File: src/rtl/gesture_decider.sv
// Turns per-window motion deltas into confirmed swipe gestures: a registered
// qualify/classify stage followed by a confirm/emit/cooldown FSM.
module gesture_decider #(
    parameter int ACC_SUM_BITS     = 18,
    parameter int ACC_COUNT_BITS   = 12,
    parameter int MIN_EVENTS       = 20,
    parameter int MIN_DELTA        = 64,
    parameter int DOM_SHIFT        = 1,
    parameter int CONFIRM_COUNT    = 2,
    parameter int COOLDOWN_WINDOWS = 3
) (
    input  logic                             clk,
    input  logic                             rst_n,
    input  logic                             in_valid,
    input  logic signed [ACC_SUM_BITS-1:0]   delta_x,
    input  logic signed [ACC_SUM_BITS-1:0]   delta_y,
    input  logic        [ACC_SUM_BITS-1:0]   abs_delta_x,
    input  logic        [ACC_SUM_BITS-1:0]   abs_delta_y,
    input  logic        [ACC_COUNT_BITS-1:0] total_events,
    output logic                             gesture_valid,
    input  logic                             gesture_ready,
    output logic        [1:0]                gesture_class,
    output logic        [ACC_SUM_BITS-1:0]   gesture_strength,
    output logic                             busy,
    output logic        [7:0]                dropped_count
);

    localparam int STREAK_W = $clog2(CONFIRM_COUNT + 1);
    localparam int COOL_W   = (COOLDOWN_WINDOWS > 0) ? $clog2(COOLDOWN_WINDOWS + 1) : 1;

    localparam logic [STREAK_W-1:0]       CONFIRM_TGT = STREAK_W'(CONFIRM_COUNT);
    localparam logic [COOL_W-1:0]         COOL_LOAD   = COOL_W'(COOLDOWN_WINDOWS);
    localparam logic [ACC_COUNT_BITS-1:0] MIN_EV      = ACC_COUNT_BITS'(MIN_EVENTS);
    localparam logic [ACC_SUM_BITS-1:0]   MIN_MAG     = ACC_SUM_BITS'(MIN_DELTA);

    localparam logic [1:0] CLS_RIGHT = 2'd0;
    localparam logic [1:0] CLS_LEFT  = 2'd1;
    localparam logic [1:0] CLS_UP    = 2'd2;
    localparam logic [1:0] CLS_DOWN  = 2'd3;

    typedef enum logic [1:0] {
        ST_IDLE     = 2'd0,
        ST_CONFIRM  = 2'd1,
        ST_EMIT     = 2'd2,
        ST_COOLDOWN = 2'd3
    } state_t;

    logic                    x_major_s;
    logic [ACC_SUM_BITS-1:0] major_s;
    logic [ACC_SUM_BITS-1:0] minor_s;
    logic [ACC_SUM_BITS:0]   dom_sum_s;
    logic [1:0]              class_s;
    logic                    qual_s;
    logic                    pos_x_s;
    logic                    pos_y_s;

    logic                    cand_valid_r;
    logic                    cand_qual_r;
    logic [1:0]              cand_class_r;
    logic [ACC_SUM_BITS-1:0] cand_mag_r;

    state_t                  state_r;
    logic [STREAK_W-1:0]     streak_r;
    logic [COOL_W-1:0]       cooldown_r;
    logic [1:0]              latch_class_r;
    logic                    gesture_valid_r;
    logic [1:0]              gesture_class_r;
    logic [ACC_SUM_BITS-1:0] gesture_strength_r;
    logic                    busy_r;
    logic [7:0]              dropped_r;

    // Window qualification: pick the major axis (ties go to x) and test the thresholds
    always_comb begin
        pos_x_s   = ~delta_x[ACC_SUM_BITS-1] & (|delta_x);
        pos_y_s   = ~delta_y[ACC_SUM_BITS-1] & (|delta_y);
        x_major_s = (abs_delta_x >= abs_delta_y);
        if (x_major_s) begin
            major_s = abs_delta_x;
            minor_s = abs_delta_y;
            class_s = pos_x_s ? CLS_RIGHT : CLS_LEFT;
        end else begin
            major_s = abs_delta_y;
            minor_s = abs_delta_x;
            class_s = pos_y_s ? CLS_DOWN : CLS_UP;
        end
        // One extra bit so minor + minor/2^k cannot wrap
        dom_sum_s = {1'b0, minor_s} + ({1'b0, minor_s} >> DOM_SHIFT);
        qual_s    = (total_events >= MIN_EV) && (major_s >= MIN_MAG) &&
                    ({1'b0, major_s} > dom_sum_s);
    end

    // Stage 1 candidate register
    always_ff @(posedge clk) begin
        if (!rst_n) begin
            cand_valid_r <= 1'b0;
            cand_qual_r  <= 1'b0;
            cand_class_r <= 2'd0;
            cand_mag_r   <= {ACC_SUM_BITS{1'b0}};
        end else begin
            cand_valid_r <= in_valid;
            if (in_valid) begin
                cand_qual_r  <= qual_s;
                cand_class_r <= class_s;
                cand_mag_r   <= major_s;
            end
        end
    end

    // Stage 2 confirm/emit/cooldown FSM with registered outputs
    always_ff @(posedge clk) begin
        if (!rst_n) begin
            state_r            <= ST_IDLE;
            streak_r           <= {STREAK_W{1'b0}};
            cooldown_r         <= {COOL_W{1'b0}};
            latch_class_r      <= 2'd0;
            gesture_valid_r    <= 1'b0;
            gesture_class_r    <= 2'd0;
            gesture_strength_r <= {ACC_SUM_BITS{1'b0}};
            busy_r             <= 1'b0;
            dropped_r          <= 8'd0;
        end else begin
            case (state_r)
                ST_IDLE: begin
                    if (cand_valid_r && cand_qual_r) begin
                        latch_class_r <= cand_class_r;
                        busy_r        <= 1'b1;
                        if (CONFIRM_COUNT == 1) begin
                            streak_r           <= {STREAK_W{1'b0}};
                            state_r            <= ST_EMIT;
                            gesture_valid_r    <= 1'b1;
                            gesture_class_r    <= cand_class_r;
                            gesture_strength_r <= cand_mag_r;
                        end else begin
                            streak_r <= STREAK_W'(1);
                            state_r  <= ST_CONFIRM;
                        end
                    end
                end
                ST_CONFIRM: begin
                    if (cand_valid_r) begin
                        if (!cand_qual_r) begin
                            streak_r <= {STREAK_W{1'b0}};
                            state_r  <= ST_IDLE;
                            busy_r   <= 1'b0;
                        end else if (cand_class_r == latch_class_r) begin
                            if (streak_r == CONFIRM_TGT - STREAK_W'(1)) begin
                                streak_r           <= {STREAK_W{1'b0}};
                                state_r            <= ST_EMIT;
                                gesture_valid_r    <= 1'b1;
                                gesture_class_r    <= cand_class_r;
                                gesture_strength_r <= cand_mag_r;
                            end else begin
                                streak_r <= streak_r + STREAK_W'(1);
                            end
                        end else begin
                            latch_class_r <= cand_class_r;
                            streak_r      <= STREAK_W'(1);
                        end
                    end
                end
                ST_EMIT: begin
                    // A window landing on the handshake cycle still counts as an EMIT window
                    if (cand_valid_r && cand_qual_r && (dropped_r != 8'hFF)) begin
                        dropped_r <= dropped_r + 8'd1;
                    end
                    if (gesture_valid_r && gesture_ready) begin
                        gesture_valid_r <= 1'b0;
                        if (COOLDOWN_WINDOWS == 0) begin
                            state_r <= ST_IDLE;
                            busy_r  <= 1'b0;
                        end else begin
                            cooldown_r <= COOL_LOAD;
                            state_r    <= ST_COOLDOWN;
                        end
                    end
                end
                ST_COOLDOWN: begin
                    if (cand_valid_r) begin
                        if (cooldown_r <= COOL_W'(1)) begin
                            cooldown_r <= {COOL_W{1'b0}};
                            state_r    <= ST_IDLE;
                            busy_r     <= 1'b0;
                        end else begin
                            cooldown_r <= cooldown_r - COOL_W'(1);
                        end
                    end
                end
                default: begin
                    state_r         <= ST_IDLE;
                    streak_r        <= {STREAK_W{1'b0}};
                    cooldown_r      <= {COOL_W{1'b0}};
                    gesture_valid_r <= 1'b0;
                    busy_r          <= 1'b0;
                end
            endcase
        end
    end

    assign gesture_valid    = gesture_valid_r;
    assign gesture_class    = gesture_class_r;
    assign gesture_strength = gesture_strength_r;
    assign busy             = busy_r;
    assign dropped_count    = dropped_r;

endmodule

File: config.mk
export PLATFORM = sky130hd
export DESIGN_NAME = gesture_decider
export DESIGN_NICKNAME = d
export VERILOG_FILES = /design/src/rtl/gesture_decider.sv
export SDC_FILE = /design/constraint.sdc
export NUM_CORES = 1
export LEC_CHECK = 0
export ABC_AREA = 1
export CORE_MARGIN = 8
export CORE_UTILIZATION = 55
export DETAILED_ROUTE_END_ITERATION = 10
export HOLD_SLACK_MARGIN = 0.12
export PLACE_DENSITY = 0.87
export SETUP_SLACK_MARGIN = 0.1
export SLEW_MARGIN = 10
export SYNTH_ARGS = -nofsm -noshare
export SYNTH_HDL_FRONTEND = slang
export SYNTH_SLANG_ARGS = --single-unit
File: constraint.sdc
create_clock -name clk -period 13 [get_ports clk]
set_input_delay 2.6 -clock clk [delete_from_list [all_inputs] [get_ports clk]]
set_output_delay 2.6 -clock clk [all_outputs]
set_load 0.02 [all_outputs]
# After elaboration in Yosys (flattened, before gate mapping)
# Cells that the tools add are included.
dict set report word_totals {
  register_bits 60
  inputBits 88
  output_inout_bits 30
}
dict set report op_classes {
  eq_ne 18
  order_cmp 5
  add_sub_neg 4
  n_mux 39
  bitwise 4
  reduce_logical 20
}
# op n
set op_table {}
lappend op_table {{$mux 2} 19}
lappend op_table {{$mux 18} 2}
lappend op_table {{$reduce_or 18->1} 2}
lappend op_table {{$ne 2x2->1 const B} 10}
lappend op_table {{$add 18x17->19} 1}
lappend op_table {{$gt 18x19->1} 1}
lappend op_table {{$ge 18x18->1} 1}
lappend op_table {{$ge 18x7->1 const B} 1}
lappend op_table {{$ge 12x5->1 const B} 1}
lappend op_table {{$mux 1} 12}
lappend op_table {{$pmux 2 s2} 3}
lappend op_table {{$reduce_and 6->1} 2}
lappend op_table {{$reduce_and 5->1} 2}
lappend op_table {{$add 8x1->8 const B} 1}
lappend op_table {{$ne 8x8->1 const B} 1}
lappend op_table {{$pmux 2 s4} 1}
lappend op_table {{$reduce_and 7->1} 1}
lappend op_table {{$ne 3x3->1 const B} 2}
lappend op_table {{$reduce_and 3->1} 2}
lappend op_table {{$reduce_bool 2->1} 3}
lappend op_table {{$logic_and 1x1->1} 5}
lappend op_table {{$eq 2x1->1 const B} 2}
lappend op_table {{$eq 2x2->1 const B} 2}
lappend op_table {{$pmux 1 s3} 1}
lappend op_table {{other kinds (10)} 12}

# Depth between registers and ports, before layout
dict set report depth {
  depth_word 6
  mapped_depth 41
}

# Least setup slack after synthesis
# No wires, ideal clock.
dict set report synth_timing {
  kind {input -> register}
  from {in abs_delta_y[17]}
  to {reg cand_qual_r}
  path_stages 37
  arrival_time_ns 6.746
  setup_ns 0.131
  n_path_buf 3
  slack_ns 6.124
  cell_sequence {inv_1 -> ha_1 -> nand2_2 -> nor2_4 -> inv_1 -> nor3_2 -> nand2_2 -> nand3_4 -> buf_6 -> buf_8 -> inv_1 -> buf_2 -> nand2_1 -> o21ai_0 -> ha_1 -> fa_1 -> nand3_1 -> nand2_1 -> a21o_1 -> nand2_1 -> nand2_1 -> nand2_1 -> nand2_2 -> nand2_1 -> nand2_1 -> xnor2_1 -> ha_1 -> a21oi_1 -> nor2_1 -> a211oi_1 -> nand2_1 -> nand3_1 -> nand2_1 -> a21oi_1 -> nor2_1 -> nand2_1 -> a21oi_2}
}
dict set report synth_between {
  elab_chain_len 5
  elab_cells_between_ends 8
  cone_classes {add/sub: 1; order compare: 3; mux: 2; reduce/logical: 2}
}
# element line_no
set synth_lines {}
lappend synth_lines {{start: declaration} 18} ;# input logic [ACC_SUM_BITS-1:0] abs_delta_y,
lappend synth_lines {{$ge 18x18->1} 76} ;# x_major_s = (abs_delta_x >= abs_delta_y);
lappend synth_lines {{$mux 18} 77} ;# if (x_major_s) begin
lappend synth_lines {{$add 18x17->19 or $ge 18x7->1 (tied branches)} {87, 88}}
lappend synth_lines {{$gt 18x19->1 or $logic_and 1x1->1 (tied branches)} {89, 88}}
lappend synth_lines {{$logic_and 1x1->1 (*)} 88} ;# qual_s = (total_events >= MIN_EV) && (major_s >= MIN_MAG) &&
lappend synth_lines {{end signal: assignment} 102} ;# cand_qual_r <= qual_s;
lappend synth_lines {{end: declaration} 58} ;# logic cand_qual_r;
# Every way passes the cells marked *; elsewhere a longest branch is shown, timed or not.
# A chain may end at the register's enable or synchronous reset.

# Final worst setup path
# Ends and elaborated chain as after synthesis.

==> run metrics <==
Top-Level Pins 118; reg2reg end gesture_strength[17]$_SDFFE_PN0P_; flop2flop setup slack 10.66 ns; drc violations 0; All-Layer GR Usage 21.4%; CTS root buffer clkbuf_8; final wirelength 13400 um; Placer Congestion 0.896; critical path endpoint category register; WP data required 13.20 ns; status completed; post-synth design cell area 0.00491 mm^2; leak pwr 0.00305 uW; WHS Endpoint gesture_strength[14]$_SDFFE_PN0P_; DIE HEIGHT 110 um; placed inst area 0.00612 mm^2; first-pass GRT wire length 22400 um; r2r startpoint streak_r[0]$_SDFFE_PN0P_; Layout area overhead 28.5%; number of port buffers 115; final hold vios 0; Hold Crit Class reg -> reg; Die W 110 um; Power per Cell Area 106 mW/mm^2; initial DRC count 209; post-synthesis async set-or-reset flop share 0%; Max stage delay on crit path 0.60 ns; cells on worst reg2reg path 7; clk_lat worst skew 0.34 ns; design area 0.00631 mm^2; Worst path slowest cell inv_1; Antenna Cells 0; Setup TNS Final 0 ns; RSZ-0062 raised after global routing no; Setup violations, final 0; CTS tree built; pin count of the biggest net entering global routing 62; most common cell after layout, fill and taps aside nand2_1; GRT Residual Overflow 0; fin. max-slew vios 0; Util after Layout 72.7%; Seq cells post-synth 60; DRT Pass-1 Iters 5; number of global-route vias before repair 5054; number of fillers in the final layout 735; Num Clock Sinks 60; worst path arrival time 8.41 ns; Worst-path clk slew 0.06 ns; Crit Path Max Fanout 61; Crit path max-delay family simple AND/OR/NAND/NOR gates; number of flops mapped to enable cells by yosys 0; worst vdd rail ir drop 0.0633 mV; Synth Flop Type dfxtp_1; Final min period 8.21 ns; dpl hpwl 11100 um; Avg Inst Size Synth 6.54 um^2; CTS H-tree depth 3; setup bufs post-CTS 0; # rows 34; worst slew pin tran 1.03 ns; CP dominant cell by count nand2_1; Clock Path Buffers 2; Vias/cell 5.32; vias 5172; Max transition margin 30.9%; layout cells sized above 1 5.21%; Tcrit/Tclk final 63.2%; initial antenna violation count 0; Yosys Warn Count 0; Distinct cells, synth 45; CP Buf/Inv Count 6; Critical Path Source Type input pin; register area share after synthesis 24.5%; max_cap viols 0; DIE AREA 0.0122 mm^2; post_cts resized 0; Hold Buf Count CTS 0; nets@finish 1004; Post-DRT Antenna Nets 0; core area 0.00868 mm^2; critical path type in -> reg; Initial Utilization 56.6%; Fmax achieved 122 MHz; Setup Skew 0.00873 ns; Mapped Nets 895; Num CTS Buffers 9; Routed wire per std cell 13.8 um; Syn Inst Count 751; worst hold path stage count 2; hold_sp cand_mag_r[14]$_SDFFE_PN0P_; commonest non-fill, non-tap cells in the layout 144 x nand2_1, 134 x inv_1, 115 x clkdlybuf4s50_1; worst hold slack 0.448 ns
==> registers in the layout, summed over array words and instances, names as in the netlist, 2 cells and up, named ones only <==
signal            cells
streak_r              2
gesture_strength     18
dropped_count         8
cand_class_r          2
latch_class_r         2
cand_mag_r           18
cooldown_r            2
gesture_class         2
==> cell type report <==
class                           count  area [um^2]  area share [%]
Sequential cell                    60         1200            19.0
Timing Repair Buffer              118         1170            18.6
Inverter                          138          518            8.21
Tap cell                          108          135            2.14
Multi-Input combinational cell    533         3090            49.0
Clock inverter                      5         52.6           0.833
Clock buffer                       10          138            2.18
==> tightest hold or removal path, cell delays in order (launching register included) <==
cell     delay [ns]
dfxtp_1        0.30
inv_1          0.06
a21oi_1        0.05
==> cell families after synthesis <==
kind of cell / Yosys count / synth area share [%]
AOI/OAI and AO/OA: 192 / 21.2
xor gates and xnor gates: 15 / 2.68
adders and majority gates: 56 / 14.4
buffers and inverters: 158 / 12.7
DFF: 60 / 24.5
and+or+nand+nor: 270 / 24.5
==> power by group <==
part | total, uW | leakage (uW) | switching [uW] | internal, uW
Sequential | 198 | 0.000489 | 5.55 | 193
Clock | 161 | 0.0000979 | 69.7 | 91.5
Combinational | 309 | 0.00246 | 182 | 127
Total | 668 | 0.00305 | 258 | 411
==> cell usage after synthesis (10+ instances only) <==
cell type    n  area [um^2]
nand2_1    144          541
o21ai_1     11         55.1
nor4_1      13         81.3
ha_1        55          688
nor3_1      11         55.1
inv_1      134          503
dfxtp_1     60         1200
nand2_2     10         62.6
nor2_1      41          154
o21ai_0     78          390
nand3_1     30          150
a21oi_1     75          375
clkbuf_1    14         52.6
==> routing by layer <==
layer / up-vias / global-route usage [%] / routed length, um
met5: - / 0 / 0
met4: 0 / 7.30 / 295
met3: 21 / 4.27 / 621
met2: 137 / 38.8 / 6680
met1: 2312 / 24.1 / 5830
li1: 2702 / - / -
==> worst max-delay path by stage <==
stage                          startpoint                  endpoint  slack [ns]  depth (start not counted)
after global placement    abs_delta_y[17]  cand_qual_r$_SDFFE_PN0P_        4.61                         36
after detailed placement  abs_delta_y[17]  cand_qual_r$_SDFFE_PN0P_        4.48                         36
after CTS                 abs_delta_y[17]  cand_qual_r$_SDFFE_PN0P_        4.81                         36
final                     abs_delta_y[17]  cand_qual_r$_SDFFE_PN0P_        4.79                         36
after global routing      abs_delta_y[17]  cand_qual_r$_SDFFE_PN0P_        4.15                         35
after floorplan           abs_delta_y[17]  cand_qual_r$_SDFFE_PN0P_        6.12                         37
==> stage by stage <==
stage	worst slack (ns)	power (uW)	cells
after floorplan	6.12	422	751
after global placement	4.61	497	957
after detailed placement	4.48	508	957
after CTS	4.81	670	972
after global routing	4.15	726	972
final	4.79	668	972
Power figures use the tool's default switching activity.
